`config.mk`:
```
export PLATFORM = sky130hd
export DESIGN_NAME = axis_random_sink
export DESIGN_NICKNAME = d
export VERILOG_FILES = /design/src/rtl/axis_sink_pkg.sv /design/src/rtl/axis_lfsr32.sv /design/src/rtl/axis_random_sink.sv
export SDC_FILE = /design/constraint.sdc
export NUM_CORES = 1
export LEC_CHECK = 0
export CAP_MARGIN = 20
export CORE_MARGIN = 2
export CORE_UTILIZATION = 44
export CTS_CLUSTER_DIAMETER = 200
export DETAILED_ROUTE_END_ITERATION = 6
export DONT_BUFFER_PORTS = 1
export PLACE_DENSITY_LB_ADDON = 0.08
export RECOVER_POWER = 50
export SETUP_SLACK_MARGIN = 0.02
export SLEW_MARGIN = 20
export SYNTH_ARGS = -nofsm -noshare
export SYNTH_HDL_FRONTEND = slang
export SYNTH_SLANG_ARGS = --single-unit
```
`constraint.sdc`:
```
create_clock -name clk -period 6.7 [get_ports clk]
set_input_delay 1.34 -clock clk [delete_from_list [all_inputs] [get_ports clk]]
set_output_delay 1.34 -clock clk [all_outputs]
set_load 0.01 [all_outputs]
```
`src/rtl/axis_sink_pkg.sv`:
```
// Shared types and constants for the random AXI-Stream sink.
package axis_sink_pkg;

  typedef enum logic [1:0] {
    IDLE   = 2'd0,
    ACCEPT = 2'd1,
    STALL  = 2'd2
  } sink_state_t;

  // Galois right-shift taps for x^32 + x^22 + x^2 + x + 1 (maximal length).
  localparam logic [31:0] LFSR32_POLY = 32'h8020_0003;

  // Saturation point of the 16-bit pattern error counter.
  localparam logic [15:0] ERR_CNT_MAX = 16'hFFFF;

endpackage

```
`src/rtl/axis_lfsr32.sv`:
```
// 32-bit Galois LFSR with a seedable reset value; a zero seed becomes 1 so the
// register can never lock up in the all-zero state.
module axis_lfsr32
  import axis_sink_pkg::*;
(
  input  logic        clk,
  input  logic        rst,
  input  logic [31:0] seed,
  input  logic        advance,
  output logic [31:0] state
);

  logic [31:0] state_q, state_d;
  logic [31:0] seed_nz;

  assign seed_nz = (seed == 32'd0) ? 32'd1 : seed;
  assign state   = state_q;

  // Next value: shift right, fold the polynomial in when a one falls out.
  always_comb begin
    state_d = state_q;
    if (advance)
      state_d = {1'b0, state_q[31:1]} ^ (state_q[0] ? LFSR32_POLY : 32'd0);
  end

  // Reset reloads the seed so every run after reset is bit-identical.
  always_ff @(posedge clk or posedge rst) begin
    if (rst) state_q <= seed_nz;
    else     state_q <= state_d;
  end

endmodule

```
`src/rtl/axis_random_sink.sv`:
```
// AXI-Stream receiver with seeded pseudo-random backpressure, an
// incrementing-data checker, and beat/packet/error counters.
module axis_random_sink
  import axis_sink_pkg::*;
#(
  parameter int          DATA_WIDTH                        = 32,
  parameter logic [31:0] RAND_SEED                         = 32'd3393937,
  parameter int          MAX_INTERRUPTIONS                 = 3,
  parameter int          RX_MAX_DELAY_BETWEEN_TRANSACTIONS = 42,
  parameter int          CHECK_PATTERN                     = 1
) (
  input  logic                  clk,
  input  logic                  rst,
  input  logic                  enable,
  input  logic [DATA_WIDTH-1:0] expected_first,
  input  logic [DATA_WIDTH-1:0] s_axis_tdata,
  input  logic                  s_axis_tvalid,
  input  logic                  s_axis_tlast,
  output logic                  s_axis_tready,
  output logic [31:0]           beat_count,
  output logic [31:0]           packet_count,
  output logic [15:0]           error_count,
  output logic                  error_flag
);

  localparam bit STALL_EN = (MAX_INTERRUPTIONS > 0) && (RX_MAX_DELAY_BETWEEN_TRANSACTIONS > 0);
  localparam int DLY_MOD  = (RX_MAX_DELAY_BETWEEN_TRANSACTIONS > 0) ? RX_MAX_DELAY_BETWEEN_TRANSACTIONS : 1;
  localparam logic [31:0] MAX_EP = 32'(MAX_INTERRUPTIONS);

  sink_state_t           state_q, state_d;
  logic [31:0]           ep_q, ep_d;
  logic [31:0]           stall_q, stall_d;
  logic [DATA_WIDTH-1:0] expected_q, expected_d;
  logic [31:0]           beat_q, beat_d;
  logic [31:0]           pkt_q, pkt_d;
  logic [15:0]           err_q, err_d;
  logic                  flag_q, flag_d;
  logic                  tready_q, tready_d;

  logic [31:0] lfsr;
  logic        hs, stall_take;
  logic [31:0] stall_len;
  logic        unused_lfsr;

  axis_lfsr32 u_lfsr (
    .clk     (clk),
    .rst     (rst),
    .seed    (RAND_SEED),
    .advance (state_q != IDLE),
    .state   (lfsr)
  );

  assign unused_lfsr = ^{lfsr[31:16], lfsr[7:2]};

  assign hs         = s_axis_tvalid & tready_q;
  assign stall_len  = 32'd1 + (32'(lfsr[15:8]) % 32'(DLY_MOD));
  assign stall_take = STALL_EN && (state_q == ACCEPT) && hs &&
                      (lfsr[1:0] == 2'b11) && (ep_q < MAX_EP);

  // FSM next state; a falling enable overrides any transition, including a stall.
  always_comb begin
    state_d = state_q;
    stall_d = stall_q;
    case (state_q)
      IDLE:    if (enable) state_d = ACCEPT;
      ACCEPT:  if (stall_take) begin
                 state_d = STALL;
                 stall_d = stall_len;
               end
      STALL:   if (stall_q <= 32'd1) begin
                 state_d = ACCEPT;
                 stall_d = 32'd0;
               end else begin
                 stall_d = stall_q - 32'd1;
               end
      default: state_d = IDLE;
    endcase
    if (!enable) state_d = IDLE;
    tready_d = (state_d == ACCEPT);
  end

  // Episode count; a tlast clear lands after the stall decision of the same beat.
  always_comb begin
    ep_d = ep_q;
    if (stall_take) ep_d = ep_q + 32'd1;
    if (hs && s_axis_tlast) ep_d = stall_take ? 32'd1 : 32'd0;
  end

  // Pattern checker and counters; expected resyncs to tdata+1 after every beat.
  always_comb begin
    expected_d = expected_q;
    err_d      = err_q;
    flag_d     = flag_q;
    beat_d     = beat_q;
    pkt_d      = pkt_q;
    if (state_q == IDLE) expected_d = expected_first;
    if (hs) begin
      beat_d = beat_q + 32'd1;
      if (s_axis_tlast) pkt_d = pkt_q + 32'd1;
      if (CHECK_PATTERN != 0) begin
        if (s_axis_tdata != expected_q) begin
          if (err_q != ERR_CNT_MAX) err_d = err_q + 16'd1;
          flag_d = 1'b1;
        end
        expected_d = s_axis_tdata + {{(DATA_WIDTH-1){1'b0}}, 1'b1};
      end
    end
  end

  // State and counter registers.
  always_ff @(posedge clk or posedge rst) begin
    if (rst) begin
      state_q    <= IDLE;
      ep_q       <= 32'd0;
      stall_q    <= 32'd0;
      expected_q <= '0;
      beat_q     <= 32'd0;
      pkt_q      <= 32'd0;
      err_q      <= 16'd0;
      flag_q     <= 1'b0;
      tready_q   <= 1'b0;
    end else begin
      state_q    <= state_d;
      ep_q       <= ep_d;
      stall_q    <= stall_d;
      expected_q <= expected_d;
      beat_q     <= beat_d;
      pkt_q      <= pkt_d;
      err_q      <= err_d;
      flag_q     <= flag_d;
      tready_q   <= tready_d;
    end
  end

  assign s_axis_tready = tready_q;
  assign beat_count    = beat_q;
  assign packet_count  = pkt_q;
  assign error_count   = err_q;
  assign error_flag    = flag_q;

endmodule

```
Word level (Yosys, flattened, before mapping)
Index checks and enable logic that the tools add are counted.
Operators by class
  add/subtract/negate cells: 7
  divide/modulo/power cells: 1
  order comparisons: 2
  equal/unequal tests: 7
  mux-type cells: 13
  bitwise logic cells: 2
  reduce and logical (&&, ||, !) cells: 13
Operator list (number)
  $mux 32: 7
  $add 32x1->32 const B: 4
  $pmux 32 s2: 1
  $add 1x32->32 const A: 1
  $le 32x1->1 const B: 1
  $lt 32x2->1 const B: 1
  $mod 8x6->32 const B: 1
  $ne 32x32->1: 1
  $sub 32x1->32 const B: 1
  $xor 31x32->32: 1
  $add 16x1->16 const B: 1
  $ne 16x16->1 const B: 1
  $reduce_bool 2->1: 4
  $mux 2: 3
  $pmux 2 s3: 1
  $reduce_and 2->1: 3
  $eq 2x1->1 const B: 2
  $eq 2x2->1 const B: 2
  $logic_and 1x1->1: 4
  $reduce_and 3->1: 1
  $logic_not 2->1: 1
  $ne 2x2->1 const B: 1
  $and 1x1->1: 1
  $mux 1: 1
Storage, ports and cells
  bits in registers: 212
  input bits: 69

Depth between registers and ports, before layout
Gate-level depths: netlist of the first run.
  depth in word-level cells: 8
  mapped depth: 19
  gate-level depth less buffers: 18

Least setup slack after synthesis of the first run
Ideal clock, no wire load.
  path type: flip-flop to flip-flop
  from: register u_lfsr.state_q[12], in the netlist u_lfsr.state[12]
  to: register stall_q[10]
  library setup time: 124 ps
  data arrival time: 4319 ps
  data required time: 6576 ps
  path slack: 2257 ps
  stages on the path, launching flop included: 19
  period minus slack after synthesis: 4443 ps
  cell sequence: dfrtp_1 buf_2 inv_1 ha_1 or2_1 a21o_1 ha_1 a22oi_2 o311ai_0 xnor2_1 ha_1 maj3_1 a221o_1 nor3_1 mux2i_1 o32a_1 o31ai_2 nand2_1 a211o_1
On the way
  longest elaborated chain between the ends: 4
RTL lines
  start, declared: RTL line axis_lfsr32.sv:13  | logic [31:0] state_q, state_d;
  start signal, assigned: RTL line axis_lfsr32.sv:28  | if (rst) state_q <= seed_nz;
  start signal, assigned: RTL line axis_lfsr32.sv:29  | else state_q <= state_d;
  $mod 8x6->32: RTL line axis_random_sink.sv:56  | assign stall_len = 32'd1 + (32'(lfsr[15:8]) % 32'(DLY_MOD));
  $add 1x32->32: RTL line axis_random_sink.sv:56
  $mux 32: RTL line axis_random_sink.sv:66  | ACCEPT: if (stall_take) begin
  $pmux 32 s2: RTL line axis_random_sink.sv:64  | case (state_q)
  end signal, assigned: RTL line axis_random_sink.sv:125  | stall_q <= stall_d;
  end, declared: RTL line axis_random_sink.sv:32  | logic [31:0] stall_q, stall_d;
Every way passes these cells. The select of a mux whose other input is x is not followed.
A chain may end at the register's enable or synchronous reset.

Final worst setup path of the first run
  from: input port s_axis_tvalid
  to: register pkt_q[31], in the netlist packet_count[31]
On the way
  longest elaborated chain between the ends: 2
RTL lines
  start, declared: RTL line axis_random_sink.sv:17  | input logic s_axis_tvalid,
  $and 1x1->1: RTL line axis_random_sink.sv:55  | assign hs = s_axis_tvalid & tready_q;
  $reduce_and 2->1 (no line)
  end signal, assigned: RTL line axis_random_sink.sv:128  | pkt_q <= pkt_d;
  end, declared: RTL line axis_random_sink.sv:35  | logic [31:0] pkt_q, pkt_d;
Every way passes these cells.

==> results of run 1 <==
==> sequential cells by signal, summed over array words and instances, names as in the netlist <==
name / flops
stall_q: 32
packet_count: 32
error_flag: 1
beat_count: 32
error_count: 16
ep_q: 32
u_lfsr.state: 32
expected_q: 32
s_axis_tready: 1
state_q: 2
==> cell usage after synthesis, drive strengths merged, types with 6 or more instances <==
master / n / area [um2]
or2: 6 / 37.5
nor3: 22 / 115
ha: 13 / 163
buf: 9 / 51.3
a31oi: 6 / 52.6
o211ai: 6 / 50.1
nor2: 80 / 300
a21oi: 34 / 181
and3: 19 / 119
mux2i: 40 / 404
nand4: 39 / 244
o31ai: 7 / 57.6
o21a: 6 / 45.0
o22a: 7 / 61.3
and4: 11 / 96.3
o21ai: 72 / 368
nor2b: 29 / 181
inv: 20 / 75.1
clkbuf: 32 / 120
nand3: 47 / 235
dfrtp: 201 / 5030
nor4: 20 / 125
dfstp: 11 / 289
and2: 6 / 37.5
xor2: 30 / 263
xnor2: 125 / 1090
mux2: 27 / 304
nand2: 127 / 477
==> cell usage in the layout, fill, tap and decap left out, types with 6 or more instances in the layout <==
cell type / Yosys / routed
o21a_1: 6 / 6
o22a_1: 7 / 7
clkbuf_8: 0 / 6
mux2_2: 27 / 27
nand4_1: 39 / 39
and3_1: 19 / 19
nor3_1: 21 / 20
xor2_1: 30 / 30
xnor2_1: 125 / 125
nor4_1: 20 / 20
clkbuf_16: 0 / 25
a21oi_1: 33 / 33
nor2b_1: 29 / 29
mux2i_1: 39 / 39
nor2_1: 80 / 79
clkinv_2: 0 / 7
dfstp_2: 11 / 11
inv_1: 20 / 19
nand2_1: 127 / 127
and4_1: 11 / 11
clkbuf_1: 32 / 6
dfrtp_1: 201 / 201
nand3_1: 47 / 47
ha_1: 13 / 13
o31ai_1: 6 / 6
o21ai_0: 69 / 69
==> cells by family (layout without fill, tap and decap cells) <==
family | after synthesis | after routing | synth area share
simple gates | 426 | 426 | 0.187
flops | 212 | 212 | 0.472
compound gates | 193 | 193 | 0.119
xor+xnor | 155 | 155 | 0.121
mux | 67 | 67 | 0.0629
buf+inv | 61 | 73 | 0.0219
fa+ha+maj | 15 | 15 | 0.0162
==> metrics by stage <==
stage,cells,hold slack [ps],cell area [um2],setup WS (ps)
after floorplan,1129,446,11300,2260
after global placement,1425,471,11600,1840
after detailed placement,1425,476,11600,1680
after CTS,1471,489,12500,1670
after global routing,1471,514,12400,858
final,1471,484,12400,1380
==> metal layers <==
layer  track usage  vias up  part of all wire
met1         0.268     3899              0.46
met3        0.0533       45             0.070
met2         0.297      194              0.45
met5             0        -                 0
li1              -     4007                 -
met4        0.0447        0             0.021
==> power by group through the flow <==
stage	registers [mW]	clock network [mW]	logic, mW
after floorplan	1.48	0	0.177
after global placement	1.51	0	0.217
after detailed placement	1.51	0	0.220
after CTS	1.49	1.50	0.222
after global routing	1.50	1.55	0.254
final	1.49	1.46	0.219
==> worst max-delay path, cell delays in order <==
cell,delay [ps]
and2_0,2200
nand2_1,310
or3_1,600
nor2_1,190
and4_1,320
nand4_1,210
nor2_1,260
nand4_1,140
xnor2_1,140
==> final cells by class <==
type                            count  area (um2)
Fill cell                        2341       12700
Multi-Input combinational cell    856        5710
Sequential cell                   212        5320
Clock buffer                       34         719
Tap cell                          330         413
Clock inverter                     12         175
Inverter                           20        76.3
Timing Repair Buffer                7        38.8
==> worst max path at each step <==
| stage | slack [ps] | start | to | cells after the start |
|---|---|---|---|---|
| final | 1380 | s_axis_tvalid | packet_count[31]$_DFFE_PP0P_ | 9 |
| after global routing | 860 | s_axis_tvalid | packet_count[31]$_DFFE_PP0P_ | 9 |
| after CTS | 1670 | u_lfsr.state[12]$_DFFE_PP0N_ | stall_q[12]$_DFFE_PP0P_ | 17 |
| after detailed placement | 1680 | u_lfsr.state[12]$_DFFE_PP0N_ | stall_q[12]$_DFFE_PP0P_ | 17 |
| after global placement | 1840 | u_lfsr.state[12]$_DFFE_PP0N_ | stall_q[10]$_DFFE_PP0P_ | 17 |
| after floorplan | 2260 | u_lfsr.state[12]$_DFFE_PP0N_ | stall_q[10]$_DFFE_PP0P_ | 18 |
==> flow_summary.json, run 1 <==
{
  "outcome": "finished, violations left",
  "violations": "capacitance limit, slew limit",
  "grt_overflow": 0,
  "cp_max_fo": 69,
  "clock_latency_ps": 540,
  "ant_nets": 0,
  "drc_errors": 0,
  "fin_crit_sh": 0.794,
  "core_region_area_mm2": 0.0252,
  "clkTransAtPathRegs_ps": 60,
  "first_iter_violations": 554,
  "dieArea_mm2": 0.0269,
  "routabilityCongestion": 0.826,
  "synth-edff-count": 0,
  "clock_skew_ps": 19.3,
  "post-dp-hpwl_um": 18200,
  "p_comb_frac": 0.069,
  "firstDrtPassIters": 5,
  "cts-root-buf": "clkbuf_16",
  "arrival_ps": 5730,
  "synthCells": 1129,
  "r2r_end": "packet_count[31]$_DFFE_PP0P_",
  "wire_per_inst_um": 17.7,
  "ctsLongestPathBuffers": 3,
  "synth-seq-cells": 212,
  "min_path_cells": 1,
  "synth.distinct_cells": 73,
  "min_to": "stall_q[30]$_DFFE_PP0P_",
  "cts.sinks": 212,
  "synthesis.area_mm2": 0.0113,
  "fin_nets": 1204,
  "p_per_area_mw_per_mm2": 254,
  "async_flop_share": 1.00,
  "p_leak_nw": 5.34,
  "worst_slew_pin_slew_ps": 4260,
  "total_power_mw": 3.16,
  "min_path_type": "reg -> reg",
  "cts_buffers": 25,
  "cp-start-kind": "input port",
  "yosysSeqAreaShare": 0.472,
  "cts_tree": "done",
  "cts_setup_buffers": 0,
  "ys.flop_type": "dfrtp_1",
  "cts_max_level": 1,
  "synth_nets": 1211,
  "grt_pass1_wl_um": 42200,
  "drive_gt1_frac": 0.0938,
  "max_freq_mhz": 188,
  "diodes": 0,
  "required_ps": 7120,
  "clockPowerShare": 0.460,
  "r2r_start": "s_axis_tready$_DFF_PP0_",
  "io_buffers": 0,
  "grt_setup_unrepaired": "false",
  "yosysWarnings": 0,
  "hold_start": "stall_q[30]$_DFFE_PP0P_",
  "antenna_found_initial": 0,
  "p_sw_uw": 787,
  "viasPerCell": 5.54,
  "switching_share": 0.249,
  "r2r_cells": 9,
  "p_int_mw": 2.37,
  "cts_resized": 0,
  "num_vias": 8145,
  "peakVddDrop_mv": 0.176,
  "ioPinCount": 151,
  "fin_setup_tns_ps": 0,
  "setup_viol": 0,
  "period_minus_slack_ps": 5320,
  "grtUsageTotal": 0.192,
  "rows": 58,
  "path_class": "in -> reg",
  "final_util": 0.494,
  "grt_pass1_vias": 7870,
  "dieHeight_um": 164,
  "final_max_slew_viol_count": 397,
  "slew-limit-headroom": -1.84,
  "avgSynthCellArea_um2": 9.97,
  "initial_core_util": 0.447,
  "seqPwrFrac": 0.470,
  "endpoint_kind": "register",
  "area_delta_synth_final_pct": 10.6,
  "wl_um": 26000,
  "r2r_slack_ps": 1610,
  "holdBufCountCts": 0,
  "hold_viol_final": 0,
  "grt_start_max_net_pins": 132,
  "maxCapViolations": 6,
  "die_w_um": 164
}
Note: power is estimated with default switching activity, not from simulation.
==> run 2, diff against run 1 <==
Clock period 6.7 ns to 4.3 ns, I/O delays scaled along.
==> run 2 against run 1 <==
Against the previous run:
- the flow still finishes with violations (capacitance limit, slew limit)
- total power rose by 50%
- combinational power rose by 53%
- count of clock-buffer cells in the layout rose by 1
- register-to-register slack got worse by 1400 ps
- design area rose by 0.92%
- routed wire length fell by 1.5%
- die area did not move
- clock skew rose by 3.8 ps
- setup slack got worse by 1100 ps
- first-iteration DRC count fell by 6.9%
- core utilization rose by 0.45 points
- largest cell class unchanged
- largest power group unchanged
==> flow_summary.json, run 2 (synthesized netlist as in run 1, its figures left out) <==
{
  "outcome": "finished, violations left",
  "violations": "capacitance limit, slew limit",
  "nFillCells": 2324,
  "setup_viol": 0,
  "slew-limit-headroom": -0.658,
  "antenna_found_initial": 0,
  "maxCapViolations": 5,
  "wire_per_inst_um": 17.2,
  "cts-root-buf": "clkbuf_16",
  "post-dp-hpwl_um": 18100,
  "rows": 58,
  "total_power_mw": 4.75,
  "core_region_area_mm2": 0.0252,
  "p_per_area_mw_per_mm2": 378,
  "grt_start_max_net_pins": 106,
  "grt_setup_unrepaired": "false",
  "mostFrequentLayoutCells": "dfrtp_1, nand2_1, xnor2_1",
  "first_iter_violations": 516,
  "fin_crit_sh": 0.944,
  "final_max_slew_viol_count": 321,
  "worst_slew_pin_slew_ps": 2490,
  "clock_skew_ps": 23.0,
  "io_buffers": 0,
  "final_util": 0.499,
  "num_vias": 8132,
  "dieHeight_um": 164,
  "fin_nets": 1222,
  "cts_buffers": 25,
  "period_minus_slack_ps": 4060,
  "cp_max_fo": 5,
  "path_class": "reg -> reg",
  "firstDrtPassIters": 5,
  "endpoint_kind": "register",
  "ioPinCount": 151,
  "grt_overflow": 0,
  "ctsLongestPathBuffers": 3,
  "arrival_ps": 4470,
  "cts.sinks": 212,
  "grt_pass1_wl_um": 42000,
  "diodes": 0,
  "grtUsageTotal": 0.191,
  "routabilityCongestion": 0.785,
  "area_delta_synth_final_pct": 11.6,
  "cts_max_level": 1,
  "fin_setup_tns_ps": 0,
  "dieArea_mm2": 0.0269,
  "drc_errors": 0,
  "clock_latency_ps": 530,
  "cp-start-kind": "register",
  "layout_commonest_cell": "dfrtp_1",
  "p_leak_nw": 5.38,
  "clkTransAtPathRegs_ps": 60,
  "peakVddDrop_mv": 0.368,
  "slowest_stage": "o32a_1",
  "critPathMaxStageDelay_ps": 370,
  "die_w_um": 164,
  "drive_gt1_frac": 0.115,
  "grt_pass1_vias": 7810,
  "ant_nets": 0,
  "initial_core_util": 0.447,
  "cts_tree": "done",
  "hold_viol_final": 0,
  "viasPerCell": 5.46,
  "max_freq_mhz": 246,
  "crit_top_cell": "ha_2",
  "cp_cell_sequence": "inv_1 -> ha_2 -> or2_4 -> a21o_1 -> ha_4 -> a22oi_2 -> o311ai_2 -> xnor2_2 -> ha_2 -> maj3_2 -> a221o_1 -> nor3_2 -> mux2i_1 -> o32a_1 -> o31ai_2 -> nand2_1 -> a211o_1",
  "holdBufCountCts": 0,
  "wl_um": 25600,
  "required_ps": 4710,
  "min_path_type": "in -> reg"
}
==> run 2: cell count changes in the layout (fill, tap and decap cells not counted), sizes merged <==
cell | previous run | this run
buf | 3 | 22
inv | 20 | 21
clkinv | 7 | 6
clkinvlp | 1 | 2
bufinv | 4 | 2
==> run 2: metal layers <==
layer | vias up | track usage | wire length [um]
met5 | - | 0 | 0
met4 | 0 | 0.0403 | 483
met3 | 36 | 0.0535 | 1720
met2 | 164 | 0.284 | 11200
met1 | 3901 | 0.276 | 12200
li1 | 4031 | - | -
==> run 2: stage by stage <==
step                setup slack (ps)  cell area, um2  hold WS, ps  instances
floorplan                       19.8           11300          446       1129
global placement                 221           11700          467       1440
finish                           240           12600          429       1489
CTS                              154           12600          376       1486
global route                    20.1           12600          419       1489
detailed placement               143           11700          478       1440
==> run 2: report_power, final <==
| part | switching [mW] | internal, mW | total, mW |
|---|---|---|---|
| Sequential | 0.198 | 2.12 | 2.32 |
| Combinational | 0.177 | 0.157 | 0.335 |
| Clock | 0.833 | 1.26 | 2.10 |
| Total | 1.21 | 3.54 | 4.75 |
==> run 2: critical path: cells and delay by family (launching register included) <==
family,cells,cell delay (ps)
mux,1,90
flops,1,340
simple gates,3,590
xor+xnor,1,170
buf+inv,1,50
fa+ha+maj,4,890
compound gates,7,1830
==> run 2: cell type report <==
type                    count  area (um2)  area share
inverters                  20        76.3     0.00608
clock inverters            11         115     0.00916
multi-input cells         856        5760       0.459
repair buffers             25         175      0.0139
flip-flops and latches    212        5320       0.423
clock buffers              35         703      0.0560
well taps                 330         413      0.0329
==> run 2: path summary, 6_finish.rpt <==
path | depth (start not counted) | start | end | slack, ps
max | 17 | u_lfsr.state[12]$_DFFE_PP0N_ | stall_q[12]$_DFFE_PP0P_ | 240
min reg2reg | 2 | u_lfsr.state[21]$_DFFE_PP1N_ | u_lfsr.state[21]$_DFFE_PP1N_ | 480
min | 1 | s_axis_tdata[0] | expected_q[0]$_DFFE_PP0P_ | 430
max reg2reg | 17 | u_lfsr.state[12]$_DFFE_PP0N_ | stall_q[12]$_DFFE_PP0P_ | 240
min in group asynchronous | 1 | rst | packet_count[23]$_DFFE_PP0P_ | 600
max in group asynchronous | 2 | rst | stall_q[18]$_DFFE_PP0P_ | 750
==> run 2: repair_timing <==
item	in CTS	in global routing
setup buffers	0	3
gates resized for setup	0	3
setup endpoints to repair	0	7
